**src/rtl/cam_pkg.sv**
```systemverilog
// Shared types and constants for the camera test-pattern source: FSM states,
// pattern_sel encodings, and the eight RGB565 colour-bar values.
package cam_pkg;

    typedef enum logic [2:0] {
        ST_IDLE   = 3'd0,
        ST_VSYNC  = 3'd1,
        ST_VBACK  = 3'd2,
        ST_ACTIVE = 3'd3,
        ST_VFRONT = 3'd4
    } cam_state_t;

    typedef enum logic [1:0] {
        PAT_BARS  = 2'd0,
        PAT_SOLID = 2'd1,
        PAT_GRAD  = 2'd2,
        PAT_CHECK = 2'd3
    } cam_pat_t;

    localparam int COORD_W = 16;
    localparam logic [7:0] STAMP_TAG = 8'hA5;

    localparam logic [15:0] BAR_WHITE   = 16'hFFFF;
    localparam logic [15:0] BAR_YELLOW  = 16'hFFE0;
    localparam logic [15:0] BAR_CYAN    = 16'h07FF;
    localparam logic [15:0] BAR_GREEN   = 16'h07E0;
    localparam logic [15:0] BAR_MAGENTA = 16'hF81F;
    localparam logic [15:0] BAR_RED     = 16'hF800;
    localparam logic [15:0] BAR_BLUE    = 16'h001F;
    localparam logic [15:0] BAR_BLACK   = 16'h0000;

    function automatic logic [15:0] bar_color(input logic [2:0] idx);
        case (idx)
            3'd0:    return BAR_WHITE;
            3'd1:    return BAR_YELLOW;
            3'd2:    return BAR_CYAN;
            3'd3:    return BAR_GREEN;
            3'd4:    return BAR_MAGENTA;
            3'd5:    return BAR_RED;
            3'd6:    return BAR_BLUE;
            default: return BAR_BLACK;
        endcase
    endfunction

endpackage

```
**src/rtl/cam_pattern_source_if.sv**
```systemverilog
// Emulated OV-style sensor bus driven by the pattern source.
interface cam_pattern_source_if;
    // Bus protocol: href high marks a valid byte in data; every change happens
    // on the pclk falling edge, so a receiver samples data on the pclk rising edge.
    logic       pclk;
    logic       href;
    logic       vsync;
    logic [7:0] data;

    modport master (output pclk, output href, output vsync, output data);
    modport slave  (input  pclk, input  href, input  vsync, input  data);
endinterface

```
**src/rtl/cam_pattern_gen.sv**
```systemverilog
// Combinational pixel mapper: (pattern, x, y, solid colour) -> RGB565 pixel.
module cam_pattern_gen
    import cam_pkg::*;
#(
    parameter int H_ACTIVE = 640
) (
    input  cam_pat_t             pattern_i,
    input  logic [COORD_W-1:0]   x_i,
    input  logic [COORD_W-1:0]   y_i,
    input  logic [15:0]          solid_i,
    output logic [15:0]          pixel_o
);

    localparam int BAR_W = H_ACTIVE / 8;

    logic [2:0] bar_idx;
    logic       check_cell;

    always_comb begin
        bar_idx    = 3'(x_i / COORD_W'(BAR_W));
        check_cell = ((x_i ^ y_i) & COORD_W'(8)) != '0;
        pixel_o    = BAR_BLACK;
        case (pattern_i)
            PAT_BARS:  pixel_o = bar_color(bar_idx);
            PAT_SOLID: pixel_o = solid_i;
            PAT_GRAD:  pixel_o = {x_i[4:0], x_i[5:0], x_i[4:0]};
            PAT_CHECK: pixel_o = check_cell ? BAR_WHITE : BAR_BLACK;
            default:   pixel_o = BAR_BLACK;
        endcase
    end

endmodule

```
**src/rtl/cam_pattern_source.sv**
```systemverilog
// Camera-side transmitter emitting RGB565 test frames on an OV-style bus.
// Optional build macro CAM_FRAME_STAMP_EN adds frame_count and a per-frame stamp pixel.
module cam_pattern_source
    import cam_pkg::*;
#(
    parameter int H_ACTIVE    = 640,
    parameter int V_ACTIVE    = 480,
    parameter int H_BLANK     = 144,
    parameter int VSYNC_LINES = 3,
    parameter int V_BACK      = 17,
    parameter int V_FRONT     = 10,
    parameter int PCLK_DIV    = 2
) (
    input  logic                          clk,
    input  logic                          res,
    input  logic                          enable,
    input  logic [1:0]                    pattern_sel,
    input  logic [15:0]                   solid_rgb,
    cam_pattern_source_if.master          bus,
    output logic                          busy,
    output logic                          frame_done,
`ifdef CAM_FRAME_STAMP_EN
    output logic [7:0]                    frame_count,
`endif
    output cam_state_t                    state_dbg
);

    localparam int          LINE     = 2 * H_ACTIVE + H_BLANK;
    localparam logic [15:0] H_LAST   = 16'(LINE - 1);
    localparam logic [15:0] HREF_LEN = 16'(2 * H_ACTIVE);
    localparam logic [15:0] DIV_LAST = 16'(PCLK_DIV - 1);

    cam_state_t  state_q, state_d;
    logic [15:0] div_q, div_d;
    logic        pclk_q, pclk_d;
    logic [15:0] h_q, h_d;
    logic [15:0] line_q, line_d;
    logic        href_q, href_d;
    logic        vsync_q, vsync_d;
    logic [7:0]  data_q, data_d;
    logic        done_q, done_d;
    cam_pat_t    pat_q, pat_d;
    logic [15:0] solid_q, solid_d;

    logic        fall;
    logic        frame_end;
    logic [15:0] last_line;
    logic [15:0] gen_pixel;
    logic [15:0] pixel;

`ifdef CAM_FRAME_STAMP_EN
    logic [7:0]  cnt_q, cnt_d;
`endif

    always_ff @(posedge clk or posedge res) begin
        if (res) begin
            state_q <= ST_IDLE;
            div_q   <= '0;
            pclk_q  <= 1'b0;
            h_q     <= '0;
            line_q  <= '0;
            href_q  <= 1'b0;
            vsync_q <= 1'b0;
            data_q  <= '0;
            done_q  <= 1'b0;
            pat_q   <= PAT_BARS;
            solid_q <= '0;
        end else begin
            state_q <= state_d;
            div_q   <= div_d;
            pclk_q  <= pclk_d;
            h_q     <= h_d;
            line_q  <= line_d;
            href_q  <= href_d;
            vsync_q <= vsync_d;
            data_q  <= data_d;
            done_q  <= done_d;
            pat_q   <= pat_d;
            solid_q <= solid_d;
        end
    end

`ifdef CAM_FRAME_STAMP_EN
    always_ff @(posedge clk or posedge res) begin
        if (res) cnt_q <= '0;
        else     cnt_q <= cnt_d;
    end
`endif

    // Frame position advances once per pclk period, on the pclk 1->0 edge.
    always_comb begin
        fall      = (state_q != ST_IDLE) && (div_q == DIV_LAST) && pclk_q;
        frame_end = 1'b0;
        state_d   = state_q;
        h_d       = h_q;
        line_d    = line_q;
        last_line = '0;
        case (state_q)
            ST_VSYNC:  last_line = 16'(VSYNC_LINES - 1);
            ST_VBACK:  last_line = 16'(V_BACK - 1);
            ST_ACTIVE: last_line = 16'(V_ACTIVE - 1);
            ST_VFRONT: last_line = 16'(V_FRONT - 1);
            default:   last_line = '0;
        endcase

        if (state_q == ST_IDLE) begin
            if (enable) begin
                state_d = ST_VSYNC;
                h_d     = '0;
                line_d  = '0;
            end
        end else if (fall) begin
            if (h_q == H_LAST) begin
                h_d = '0;
                if (line_q == last_line) begin
                    line_d = '0;
                    case (state_q)
                        ST_VSYNC:  state_d = ST_VBACK;
                        ST_VBACK:  state_d = ST_ACTIVE;
                        ST_ACTIVE: state_d = ST_VFRONT;
                        ST_VFRONT: begin
                            frame_end = 1'b1;
                            state_d   = enable ? ST_VSYNC : ST_IDLE;
                        end
                        default:   state_d = ST_IDLE;
                    endcase
                end else begin
                    line_d = line_q + 16'd1;
                end
            end else begin
                h_d = h_q + 16'd1;
            end
        end
    end

    cam_pattern_gen #(
        .H_ACTIVE (H_ACTIVE)
    ) u_gen (
        .pattern_i (pat_q),
        .x_i       ({1'b0, h_d[15:1]}),
        .y_i       (line_d),
        .solid_i   (solid_q),
        .pixel_o   (gen_pixel)
    );

`ifdef CAM_FRAME_STAMP_EN
    assign pixel = (h_d < 16'd2 && line_d == '0) ? {STAMP_TAG, cnt_q} : gen_pixel;
`else
    assign pixel = gen_pixel;
`endif

    always_comb begin
        div_d   = div_q;
        pclk_d  = pclk_q;
        href_d  = href_q;
        vsync_d = vsync_q;
        data_d  = data_q;
        done_d  = frame_end;
        pat_d   = pat_q;
        solid_d = solid_q;
`ifdef CAM_FRAME_STAMP_EN
        cnt_d   = frame_end ? cnt_q + 8'd1 : cnt_q;
`endif

        if (state_q == ST_IDLE) begin
            div_d  = '0;
            pclk_d = 1'b0;
        end else if (div_q == DIV_LAST) begin
            div_d  = '0;
            pclk_d = ~pclk_q;
        end else begin
            div_d  = div_q + 16'd1;
        end

        // Pattern settings are frozen for the whole frame at VSYNC entry.
        if (state_d == ST_VSYNC && state_q != ST_VSYNC) begin
            pat_d   = cam_pat_t'(pattern_sel);
            solid_d = solid_rgb;
        end

        if (fall || state_q == ST_IDLE) begin
            vsync_d = (state_d == ST_VSYNC);
            href_d  = (state_d == ST_ACTIVE) && (h_d < HREF_LEN);
            data_d  = href_d ? (h_d[0] ? pixel[7:0] : pixel[15:8]) : 8'h00;
        end
    end

    assign bus.pclk   = pclk_q;
    assign bus.href   = href_q;
    assign bus.vsync  = vsync_q;
    assign bus.data   = data_q;
    assign busy       = (state_q != ST_IDLE);
    assign frame_done = done_q;
    assign state_dbg  = state_q;
`ifdef CAM_FRAME_STAMP_EN
    assign frame_count = cnt_q;
`endif

endmodule

```
**src/flat_wrapper.sv**
```systemverilog
// flat-port wrapper written by rule: the top's interface ports become plain ports
module cam_pattern_source_flat import cam_pkg::*;
#(
    parameter int H_ACTIVE    = 640,
    parameter int V_ACTIVE    = 480,
    parameter int H_BLANK     = 144,
    parameter int VSYNC_LINES = 3,
    parameter int V_BACK      = 17,
    parameter int V_FRONT     = 10,
    parameter int PCLK_DIV    = 2
)
  (clk, res, enable, pattern_sel, solid_rgb, busy, frame_done, state_dbg, bus_pclk, bus_href, bus_vsync, bus_data);
  cam_pattern_source_if bus_i ();
  input  logic clk;
  input  logic res;
  input  logic enable;
  input  logic [1:0] pattern_sel;
  input  logic [15:0] solid_rgb;
  output logic busy;
  output logic frame_done;
  output cam_state_t state_dbg;
  output wire logic [$bits(bus_i.pclk)-1:0] bus_pclk;
  output wire logic [$bits(bus_i.href)-1:0] bus_href;
  output wire logic [$bits(bus_i.vsync)-1:0] bus_vsync;
  output wire logic [$bits(bus_i.data)-1:0] bus_data;
  assign bus_pclk = bus_i.pclk;
  assign bus_href = bus_i.href;
  assign bus_vsync = bus_i.vsync;
  assign bus_data = bus_i.data;
  cam_pattern_source #(.H_ACTIVE(H_ACTIVE), .V_ACTIVE(V_ACTIVE), .H_BLANK(H_BLANK), .VSYNC_LINES(VSYNC_LINES), .V_BACK(V_BACK), .V_FRONT(V_FRONT), .PCLK_DIV(PCLK_DIV)) u_core (.clk(clk), .res(res), .enable(enable), .pattern_sel(pattern_sel), .solid_rgb(solid_rgb), .bus(bus_i), .busy(busy), .frame_done(frame_done), .state_dbg(state_dbg));
endmodule
```
**config.mk**
```make
export PLATFORM = sky130hd
export DESIGN_NAME = cam_pattern_source_flat
export DESIGN_NICKNAME = d
export VERILOG_FILES = /design/src/rtl/cam_pkg.sv /design/src/rtl/cam_pattern_source_if.sv /design/src/rtl/cam_pattern_gen.sv /design/src/rtl/cam_pattern_source.sv /design/src/flat_wrapper.sv
export SDC_FILE = /design/constraint.sdc
export NUM_CORES = 1
export LEC_CHECK = 0
export BUFFER_PORTS_ARGS = -buffer_cell sky130_fd_sc_hd__buf_2
export CAP_MARGIN = 20
export CORE_AREA = 3 3 122 124
export CTS_BUF_LIST = sky130_fd_sc_hd__clkbuf_8
export CTS_CLUSTER_SIZE = 8
export DETAILED_ROUTE_END_ITERATION = 7
export DIE_AREA = 0 0 125 127
export PLACE_DENSITY = 0.62
export SLEW_MARGIN = 0
export SYNTH_ARGS = -nofsm -noshare
export SYNTH_HDL_FRONTEND = slang
export SYNTH_HIERARCHICAL = 1
export SYNTH_SLANG_ARGS = --single-unit
```
**constraint.sdc**
```tcl
create_clock -name clk -period 4 [get_ports clk]
set_input_delay 0.6 -clock clk [delete_from_list [all_inputs] [get_ports clk]]
set_output_delay 0.6 -clock clk [all_outputs]
set_load 0.02 [all_outputs]
```
==> out/metrics.cfg <==
[synthesis]
synth_nets=709
async_reset_ff_share_pct=100.0
seq_area_frac_synth_pct=34.13
syn_area_mm2=0.005938
synth_cell_type_count=97
synth_edf_count=0
synthCells=684
avgSynthCellArea_um2=8.682
yosys_most_used_dff=dfrtp_1
ys_ff_latch=81
synth_warnings=6

[setup_path]
endpoint_kind=flop
worstPathArrival_ps=4820
path_cells=inv_1, ha_2, nor4b_4, and4_4, nand3_4, or3_4, nor2b_4, o21ai_2, o21ai_4, buf_4, a21oi_2, o221ai_2, buf_6, or4_4, o21ai_4, o221ai_4, mux2i_4, or3b_1, nand3_1, mux2i_1, o31ai_1
critPathLaunchType=flop
worst-path-max-fanout=8
critPathRequiredTime_ps=4270
path_class=flop to flop
critical_path.max_stage_delay_ps=530
worst_path_most_repeated_cell=o21ai_4
path_buf_inv=3
cp_slowest_cell=or4_4
critical-path-top-delay-family=simple AND/OR/NAND/NOR gates

[finish]
utilization_pct=57.73
diodes=0
area_delta_synth_final_pct=34.96
final_common_cell=buf_4
final_cell_mix=buf_4, dfrtp_1, nand2_1
drive_gt1_share_pct=34.59
nNetsFinal=868

[global_route]
grt_overflow=0
grt_pass1_wl_um=29050
grt_pass1_vias=6011
grt_max_degree=60
antenna_found_initial=0
grt_usage_pct=21.95

[detailed_routing]
wl_per_cell_um=17.08
totalWireLength_um=17550
first_pass_iters=5
vias=5958
drc=0
drt_iter0_markers=412
routed_via_density=5.801
antenna_left=0

[timing]
finalCritPeriodShare_pct=113.8
tightest_slew_ps=905.2
final.min_clock_period_ps=4553
max-slew-margin-rel_pct=38.86
slew_violations=0
final.setup_skew_ps=8.804
fmax_mhz=219.6
hold_violations=0
final-setup-viol-count=8
setup_slack_ps=-553.1
rsz0062_at_grt=yes

[die]
num_rows=43
die_area_mm2=0.01588
start_util_pct=42.78
core_area_mm2=0.01388
die_h_um=127
ioPinCount=37
die_width_um=125

[clock_tree]
htreeDepth=3
root_buffer=clkbuf_8
clk_latency_ps=370
clkTransAtPathRegs_ps=80
cts_tree=yes
cts_buffer_depth=2
cts-buffers-inserted=9
numClockSinks=81

[power_and_ir_drop]
peakVddDrop_mv=0.2176
power_leakage_uw=0.003475
fin_total_pwr_uw=1783
p_per_area_mw_per_mm2=222.5

[placement]
gp_congestion=0.9133
io_buffer_count=36
dpl.hpwl_um=12690

[flow_run]
maxCapViolations=0

[hold_path]
holdCritPathClass=primary input to asynchronous set/reset pin

[run_status]
violations=negative setup slack
status=finished, violations left

-- layout make-up --
type                       instances  area (um^2)
tap                              180        225.2
inverter                          38        143.9
clock buffer                       9        123.9
timing repair buffer             184         1336
sequential                        81         2028
multi-input combinational        529         4066
fill                            1239         5867
clock inverter                     6        90.09
-- metal layers --
metal / share of wire [%] / GRT usage (%)
met2: 51 / 39.07
met4: 1.5 / 5.676
met1: 43 / 27.14
met3: 5.3 / 4.724
met5: 0 / 0
-- cells in the mapped netlist (all sizes together), types with 5 or more instances --
cell type  count  share of area, %
xor2          10               1.5
nand3         36               3.3
mux2i         13               2.3
and3          16               1.7
nor3b          7              0.97
o21ai         54               4.6
inv           37               2.3
or4            5              0.63
buf           20               2.1
nand2         57               3.6
nand2b         8              0.84
nor4b          5               1.3
o31ai         14               1.9
o311ai         6               1.0
mux2          19               3.6
o211ai         6              0.76
o41ai          5              0.74
or3            8              0.93
dfrtp         81                34
nor4          13               2.2
a31oi          5              0.53
a21oi         36               3.3
nor3          22               2.6
a21o           5              0.63
and4           5              0.74
xnor2         10               1.5
clkbuf        17               1.1
nor2          57               3.9
nand4         20               2.5
nor2b          8              0.84
-- final timing paths --
| kind | from | end | slack (ps) | cells after the start |
|---|---|---|---|---|
| max | u_core/div_q[1]$_DFF_PP0_ | u_core/bus.data[3]$_DFFE_PP0P_ | -550 | 21 |
| min | res | u_core/solid_q[13]$_DFFE_PP0P_ | 180 | 2 |
| max reg2reg | u_core/div_q[1]$_DFF_PP0_ | u_core/bus.data[3]$_DFFE_PP0P_ | -550 | 21 |
| min reg2reg | u_core/bus.vsync$_DFFE_PP0P_ | u_core/bus.vsync$_DFFE_PP0P_ | 500 | 2 |
| max in group asynchronous | res | u_core/state_dbg[0]$_DFF_PP0_ | 3180 | 3 |
| min in group clk | solid_rgb[7] | u_core/solid_q[7]$_DFFE_PP0P_ | 440 | 2 |
-- registers in the layout, indices dropped and copies added, names as in the netlist --
signal and flops:
u_core/bus.pclk 1, u_core/frame_done 1, u_core/bus.data 8, u_core/pat_q 2
u_core/bus.vsync 1, u_core/div_q 16, u_core/state_dbg 3, u_core/solid_q 16
u_core/h_q 16, u_core/bus.href 1, u_core/line_q 16
-- kinds of logic after synthesis --
logic type	synth area share, %
mux	5.858
other cells	0.06315
flops	34.13
buf+inv	5.605
xor+xnor	2.950
fa+ha+maj	0.8428
compound gates	21.18
simple gates	29.37
-- repair_timing --
item                                    CTS  global route
setup buffers                            12             8
cloned                                    2             0
resized for setup                        38            41
pin swaps                                18            29
hold buffers                              0             0
endpoints found under the setup margin    8             8
-- worst register-to-register path: cells and delay by family (launching register included) --
family | cells | cell delay [ps]
muxes | 2 | 310
AOI/OAI and AO/OA | 7 | 1130
adders and majority gates | 1 | 170
DFF | 1 | 390
and+or+nand+nor | 8 | 2070
buffers and inverters | 3 | 390
-- power by group --
group / internal (uW) / switching [uW]
logic: 136 / 148
registers: 821 / 2.56
clock network: 351 / 324
total: 1310 / 475
-- stage by stage --
step | hold WS, ps | TNS [ps] | cell area (um^2) | std cells | setup WS, ps
2_1_floorplan | 458.8 | -1891 | 6016 | 684 | -295.1
3_3_place_gp | 473.0 | -4073 | 7178 | 989 | -541.1
3_5_place_dp | 478.0 | -4795 | 7178 | 989 | -626.1
4_1_cts | 414.4 | -3185 | 7702 | 1018 | -432.9
5_1_grt | 181.1 | -6007 | 8014 | 1027 | -822.8
6_report | 183.6 | -3770 | 8014 | 1027 | -553.1
Note: power is estimated with default switching activity, not from simulation.
